## src/rtl/sr_pkg.sv

```systemverilog
// Shared types and constants for the NOR SR latch checker.
// Holds the FSM encoding, error codes, command codes and the compare rule.
package sr_pkg;

  typedef enum logic [1:0] {
    IDLE   = 2'd0,
    SETTLE = 2'd1,
    CHECK  = 2'd2
  } state_t;

  localparam logic [1:0] ERR_NONE  = 2'd0;
  localparam logic [1:0] ERR_MODEL = 2'd1;
  localparam logic [1:0] ERR_COMPL = 2'd2;
  localparam logic [1:0] ERR_FORB  = 2'd3;

  localparam logic [1:0] CMD_HOLD = 2'b00;
  localparam logic [1:0] CMD_RST  = 2'b01;
  localparam logic [1:0] CMD_SET  = 2'b10;
  localparam logic [1:0] CMD_FORB = 2'b11;

  // Forbidden input must drive both outputs low; otherwise outputs must be
  // complementary, and must match the model only when the model is determinate.
  function automatic logic [1:0] check_code(input logic [1:0] cmd,
                                            input logic       q_v,
                                            input logic       q_bar_v,
                                            input logic       exp_v,
                                            input logic       known_v);
    logic [1:0] code;
    if (cmd == CMD_FORB) begin
      if (q_v || q_bar_v) code = ERR_FORB;
      else                code = ERR_NONE;
    end else if (q_v == q_bar_v) begin
      code = ERR_COMPL;
    end else if (known_v && (q_v != exp_v)) begin
      code = ERR_MODEL;
    end else begin
      code = ERR_NONE;
    end
    return code;
  endfunction

endpackage

```

## src/rtl/sat_counter.sv

```systemverilog
// Event counter that sticks at all-ones instead of wrapping.
// A synchronous clear takes priority over an increment in the same cycle.
module sat_counter
  import sr_pkg::*;
#(
  parameter int CNT_W = 8
) (
  input  logic             clk,
  input  logic             rst,
  input  logic             clr,
  input  logic             inc,
  output logic [CNT_W-1:0] count
);

  localparam logic [CNT_W-1:0] CNT_ONE = {{(CNT_W-1){1'b0}}, 1'b1};
  localparam logic [CNT_W-1:0] CNT_MAX = {CNT_W{1'b1}};

  logic [CNT_W-1:0] count_q;
  logic [CNT_W-1:0] count_d;

  // Next count: clear, saturating increment, or hold.
  always_comb begin
    count_d = count_q;
    if (clr) begin
      count_d = {CNT_W{1'b0}};
    end else if (inc && (count_q != CNT_MAX)) begin
      count_d = count_q + CNT_ONE;
    end else begin
      count_d = count_q;
    end
  end

  // Count register.
  always_ff @(posedge clk) begin
    if (rst) count_q <= {CNT_W{1'b0}};
    else     count_q <= count_d;
  end

  assign count = count_q;

endmodule

```

## config.mk

```make
export PLATFORM = sky130hd
export DESIGN_NAME = sat_counter
export DESIGN_NICKNAME = d
export VERILOG_FILES = /design/src/rtl/sr_pkg.sv /design/src/rtl/sat_counter.sv
export SDC_FILE = /design/constraint.sdc
export NUM_CORES = 1
export LEC_CHECK = 0
export BUFFER_PORTS_ARGS = -buffer_cell sky130_fd_sc_hd__clkbuf_2
export CAP_MARGIN = 30
export CELL_PAD_IN_SITES_DETAIL_PLACEMENT = 1
export CELL_PAD_IN_SITES_GLOBAL_PLACEMENT = 1
export CORE_AREA = 2 2 39 41
export CTS_CLUSTER_SIZE = 16
export DETAILED_ROUTE_END_ITERATION = 10
export DIE_AREA = 0 0 41 43
export MAX_ROUTING_LAYER = met4
export PLACE_DENSITY = 0.71
export SLEW_MARGIN = 20
export SYNTH_ARGS = -nofsm -noshare
export SYNTH_HDL_FRONTEND = slang
export SYNTH_SLANG_ARGS = --single-unit
export TNS_END_PERCENT = 100
```

## constraint.sdc

```tcl
create_clock -name clk -period 1.8 [get_ports clk]
set_input_delay 0.09 -clock clk [delete_from_list [all_inputs] [get_ports clk]]
set_output_delay 0.09 -clock clk [all_outputs]
set_load 0.02 [all_outputs]
```

**Word-level counts from Yosys, hierarchy flattened**

Index checks and enable logic that the tools add are counted.

- Bits in registers: 8
- Output and inout port bits: 8
- Input bits: 4

- Reduce and logical (&&, ||, !) cells: 2
- $add $sub $neg: 1
- Eq/ne operators: 1

Operators by type and width:

| cell | number |
|---|---|
| adder 8 x 1 -> 8 bit (second input constant) | 1 |
| != test 8 bit (second input constant) | 1 |
| OR reduction 2 bit | 1 |
| logical AND 1 bit | 1 |

**Longest topological paths before layout**

Gate-level depths: netlist of run 1.

- Depth in word-level cells: 2
- Depth in mapped cells: 4
- Gate-level depth less buffers: 4

**Worst setup path after synthesis of run 1**

No wires, ideal clock.

- Kind: reg2reg
- Start: register count_q[0] (netlist: count[0])
- End: register count_q[6] (netlist: count[6])
- Arrival: 1.386 ns
- Required time: 1.685 ns
- Clock period less this slack: 1.502 ns
- Slack: 0.298 ns
- Stages on the path, launching flop included: 5
- Cells stage by stage: dfxtp_1 > ha_1 > nand3_1 > or4_1 > and3_1

- Cells in the longest elaborated chain, start to end: 2
- Elaborated cells between the ends (all ways): 3
- Those cells by class: 1 x add/sub; 1 x eq/ne; 1 x reduce/logical

RTL lines:

| what | RTL line | source |
|---|---|---|
| start, declared | sat_counter.sv:18 | `logic [CNT_W-1:0] count_q;` |
| start signal, assigned | sat_counter.sv:35 | `if (rst) count_q <= {CNT_W{1'b0}};` |
| start signal, assigned | sat_counter.sv:36 | `else count_q <= count_d;` |
| parallel branches: the longest is 2 deep, another holds adder 8 x 1 -> 8 bit | n/a |  |

Several ways; the timed one is not identified.
A chain may end at the register's enable or synchronous reset.

**Worst setup path in the final report of run 1**

Same ends and word-level chain as after synthesis.

==> results of run 1 <==
layout by cell type, fill, tap and decap left out, drive strengths merged, types with 2 or more instances in the layout:
cell type,Yosys,routed
mux2i,4,4
a21oi,4,4
or3,3,3
a21boi,3,3
dfxtp,8,8
and4,2,2
nand3,2,2
nand4,2,2
nand2,6,6
clkbuf,0,14
and3,3,3
cell families (layout without fill, tap and decap cells):
family                   count (synthesis)  in the layout  share of synthesized area [%]
AND/OR/NAND/NOR                         22             22                           29.0
AO/OA/AOI/OAI                           10             10                           19.5
adder cells (fa/ha/maj)                  1              1                           2.87
flip-flops                               8              8                           36.8
buffers and inverters                    2             15                           2.59
multiplexers                             4              4                           9.20
per-layer routing:
layer / vias up / track usage, % / share of wire [%]
li1: 208 / - / -
met1: 190 / 17.2 / 49
met2: 9 / 19.1 / 44
met3: 2 / 4.71 / 5.6
met4: 0 / 6.00 / 0.91
met5: - / - / 0
layout make-up:
| class | count | area share [%] |
|---|---|---|
| Clock buffer | 3 | 4.29 |
| Sequential cell | 8 | 30.5 |
| Multi-Input combinational cell | 37 | 50.2 |
| Inverter | 1 | 0.714 |
| Timing Repair Buffer | 11 | 10.5 |
| Tap cell | 16 | 3.81 |
worst paths after layout:
kind / cells past startpoint / to / slack, ns
worst max-delay path: 4 / count[6]$_SDFFE_PP0P_ / 0.35
worst min-delay path: 2 / count[5]$_SDFFE_PP0P_ / 0.11
worst max register to register: 4 / count[6]$_SDFFE_PP0P_ / 0.35
worst min register to register: 2 / count[1]$_SDFFE_PP0P_ / 0.49
stage by stage:
stage          hold WS [ns]  setup WS, ns  total power [mW]  instances  instance area, sq um
6_report              0.109         0.354             0.345         76                   526
5_1_grt               0.115         0.253             0.368         76                   526
4_1_cts              0.0908         0.355             0.351         76                   526
3_5_place_dp          0.362         0.365             0.206         73                   503
3_3_place_gp          0.358         0.414             0.206         73                   503
2_1_floorplan         0.154         0.298             0.194         47                   435
power groups by stage:
stage	sequential, mW	combinational [mW]	clock, mW
floorplan	0.186	0.00840	0
global placement	0.184	0.0216	0
detailed placement	0.184	0.0218	0
CTS	0.180	0.0220	0.149
global route	0.180	0.0239	0.164
finish	0.180	0.0219	0.142
==> flow_summary.json, run 1 <==
{
  "status": "finished clean",
  "antenna_cells": 0,
  "fmax_ghz": 0.691,
  "wire_per_inst_um": 13.0,
  "grt_pass1_wl_um": 1540,
  "slew_viol_final": 0,
  "ys.flop_type": "dfxtp_1",
  "syn_avg_cell_area_sq_um": 9.26,
  "slowest_stage": "or4_1",
  "cts_root_buf": "clkbuf_4",
  "path_max_fanout": 5,
  "p_per_area_nw_per_um2": 656,
  "timing.final.crit_share_pct": 80.4,
  "regArea_sq_um": 160,
  "reg2reg_from": "count[0]$_SDFFE_PP0P_",
  "path_class": "reg -> reg",
  "combPwrFrac_pct": 6.4,
  "synth_cell_types": 21,
  "grt.total_usage_pct": 13.6,
  "synth_top_area_share_pct": 36.8,
  "final_antenna_net_count": 0,
  "cts.htree.levels": 1,
  "dp_hpwl_um": 762,
  "core_sq_um": 1380,
  "ir_drop_v": 0.000279,
  "grt_max_degree": 9,
  "synth_top_area_cell": "dfxtp_1",
  "critPathLaunch": "count[0]$_SDFFE_PP0P_",
  "cts-buffers-inserted": 3,
  "ys_seq_area_share_pct": 36.8,
  "clk_pin_slew_ns": 0.06,
  "fp.dieW_um": 41,
  "switching_share_pct": 23.6,
  "cts_hold_buffers": 0,
  "slowest_delay_ns": 0.40,
  "layout_min_cycle_time_ns": 1.45,
  "ys_ff_latch": 8,
  "dieArea_sq_um": 1760,
  "p_sw_uw": 81.4,
  "crit_arrival_ns": 1.59,
  "rsz0062_at_grt": "false",
  "clkLatencyLatePin_ns": 0.26,
  "p_clk_share_pct": 41.3,
  "hold_path.class": "in -> reg",
  "syn_nets": 52,
  "grt-ovfl-total": 0,
  "fin_skew_ns": 0.00373,
  "viasPerCell": 5.38,
  "path_delay_family": "simple AND/OR/NAND/NOR gates",
  "cts_tree": "done",
  "rows": 14,
  "setup_viol": 0,
  "min-delay-start": "rst",
  "num_vias": 409,
  "antenna_found_initial": 0,
  "fill_cells": 171,
  "initial_utilization_pct": 31.5,
  "final_util_pct": 38.0,
  "cp_cell_sequence": "ha_1 -> nand3_1 -> or4_1 -> and3_1",
  "cts_resized": 0,
  "drt_wl_total_um": 987,
  "syn_inst": 47,
  "synth_area_sq_um": 435,
  "cap_violations": 0,
  "largest_reg_flops": 8,
  "gp_congestion": 0.738,
  "synth-edff-count": 0,
  "cts.sinks": 8,
  "drive_above_1_share_pct": 26.7,
  "internal-power_uw": 263,
  "setup_tns_ns": 0,
  "port-buffer-count": 11,
  "drt-initial-drc-count": 4,
  "layout-area-overhead-vs-synth_pct": 20.7,
  "die_y_um": 43,
  "crit_buf_inv": 0,
  "max_slew_margin_pct": 70.0,
  "synth_common_cells": "dfxtp_1 (8), nand2_1 (6), a21oi_1 (4), mux2i_1 (4)",
  "ios": 12,
  "startpoint_type": "flop",
  "dr.pass1.iters": 2,
  "first_global_vias": 367,
  "cts_setup_buffers": 0,
  "async_flop_share_pct": 0,
  "multiInputGateArea_sq_um": 264,
  "worstPathRequired_ns": 1.95,
  "drc": 0,
  "power_leakage_nw": 0.220,
  "hold_viol": 0,
  "ys.warnings.count": 0,
  "yosysMostFrequentCell": "dfxtp_1",
  "nets": 67,
  "clk_path_buf_depth": 2,
  "seq_power_share_pct": 52.3,
  "synth_area_leaders": "dfxtp_1 (37%), mux2i_1 (9.2%), a2111oi_4 (6.3%)",
  "worstMarginPinSlew_ns": 0.448,
  "end_kind": "flop"
}
Note: power is estimated with default switching activity, not from simulation.
==> run 2: changes to the inputs <==
- CORE_AREA: 2 2 39 41 -> unset
- CORE_MARGIN: unset -> 2
- CORE_UTILIZATION: unset -> 31
- DIE_AREA: 0 0 41 43 -> unset
- PLACE_DENSITY: 0.71 -> 0.7
- clock period: 1.8 -> 1.2 ns (I/O delays scaled with it)
==> run 2 against run 1 <==
Global-route usage up 1.7 points. Cell count up 12%. Die area down 2.4%. The run now ends with setup timing left.
==> flow_summary.json, run 2 (synthesized netlist as in run 1, its figures left out) <==
{
  "path_delay_family": "simple AND/OR/NAND/NOR gates",
  "fin_area_sq_um": 656,
  "viasPerCell": 5.31,
  "cap_violations": 0,
  "slowest_delay_ns": 0.39,
  "cts-buffers-inserted": 3,
  "drc": 0,
  "startpoint_type": "flop",
  "hold_viol": 0,
  "timing.final.ws_setup_ns": -0.0639,
  "drive_above_1_share_pct": 54.3,
  "fmax_ghz": 0.791,
  "drt-initial-drc-count": 4,
  "worstMarginPinSlew_ns": 0.472,
  "setup_tns_ns": -0.101,
  "clk_pin_slew_ns": 0.06,
  "end_kind": "flop",
  "layout-area-overhead-vs-synth_pct": 50.6,
  "grt-ovfl-total": 0,
  "placed_cell_area_sq_um": 596,
  "max_slew_margin_pct": 68.4,
  "port-buffer-count": 11,
  "core_sq_um": 1300,
  "met3_usage_pct": 3.91,
  "final_common_cell": "clkbuf_2",
  "layout_min_cycle_time_ns": 1.26,
  "fill_cells": 173,
  "rsz0062_at_grt": "true",
  "hold_path.class": "in -> reg",
  "timing.final.crit_share_pct": 105,
  "antenna_found_initial": 0,
  "largest_reg_flops": 8,
  "final_cell_mix": "clkbuf_2 (11), buf_4 (8), nand2_1 (6)",
  "grt_max_degree": 8,
  "final_antenna_net_count": 0,
  "cts_tree": "done",
  "gp_congestion": 0.704,
  "p_per_area_nw_per_um2": 827,
  "cts_hold_buffers": 0,
  "crit_arrival_ns": 1.43,
  "clk_path_buf_depth": 2,
  "ios": 12,
  "grtUsageMet1_pct": 17.9,
  "status": "complete, but fails checks",
  "path_class": "reg -> reg",
  "setup_viol": 2,
  "dieArea_sq_um": 1720,
  "die_y_um": 41.5,
  "whs_ns": 0.0509,
  "cts_root_buf": "clkbuf_4",
  "fp.dieW_um": 41.5,
  "cts.htree.levels": 1,
  "path_max_fanout": 4,
  "wire_per_inst_um": 13.8,
  "ir_drop_v": 0.000427,
  "violations": "setup timing",
  "fin_skew_ns": 0.00893,
  "worstPathRequired_ns": 1.36,
  "grt.total_usage_pct": 15.3,
  "clkLatencyLatePin_ns": 0.26,
  "power.total_uw": 542,
  "slowest_stage": "or4_1",
  "power_leakage_nw": 0.274,
  "drt_wl_total_um": 1170,
  "nets": 76,
  "initial_utilization_pct": 33.5,
  "gr-usage-met2_pct": 22.2,
  "num_vias": 451,
  "grt_pass1_wl_um": 1880,
  "first_global_vias": 430,
  "rows": 13,
  "crit_buf_inv": 0,
  "cts.sinks": 8,
  "cp_cell_sequence": "ha_4 -> nand3_2 -> or4_1 -> and3_1",
  "antenna_cells": 0,
  "slew_viol_final": 0,
  "globalRoute.busiestLayer": "met2",
  "dr.pass1.iters": 3
}
==> run 2: layer usage <==
metal / part of all wire [%] / vias up
li1: - / 226
met1: 46 / 212
met3: 4.0 / 4
met2: 47 / 9
met4: 3.0 / 0
met5: 0 / -
==> run 2: final timing paths <==
check	startpoint	end	slack, ns	depth (start not counted)
setup reg to reg	count[1]$_SDFFE_PP0P_	count[6]$_SDFFE_PP0P_	-0.06	4
hold reg to reg	count[2]$_SDFFE_PP0P_	count[2]$_SDFFE_PP0P_	0.57	2
setup / recovery	count[1]$_SDFFE_PP0P_	count[6]$_SDFFE_PP0P_	-0.06	4
hold / removal	clr	count[5]$_SDFFE_PP0P_	0.05	2
==> run 2: power breakdown <==
group	internal [mW]	switching (mW)	total, mW
clock	0.128	0.106	0.234
sequential	0.265	0.00263	0.268
combinational	0.0176	0.0228	0.0404
total	0.411	0.131	0.542
==> run 2: stage by stage <==
step	instances	setup WS, ns	util (%)
4_1_cts	85	-0.0707	48.8
6_report	85	-0.0639	50.4
5_1_grt	85	-0.113	50.4
3_3_place_gp	80	-0.0518	45.8
2_1_floorplan	47	-0.0688	-
3_5_place_dp	80	-0.0671	45.8
==> run 2: final cells by class <==
| cell class | instances | area, sq um | area share, % |
|---|---|---|---|
| multi-input cells | 37 | 308 | 46.9 |
| flip-flops and latches | 8 | 173 | 26.3 |
| repair buffers | 20 | 126 | 19.3 |
| clock buffers | 4 | 26.3 | 4.01 |
| well taps | 15 | 18.8 | 2.86 |
| inverters | 1 | 3.75 | 0.573 |
==> run 2: timing repair <==
action,4_1_cts,5_1_grt
setup buffers,1,0
setup endpoints to repair,5,7
gates resized for setup,1,5
pin swaps,2,4
gates cloned,0,0
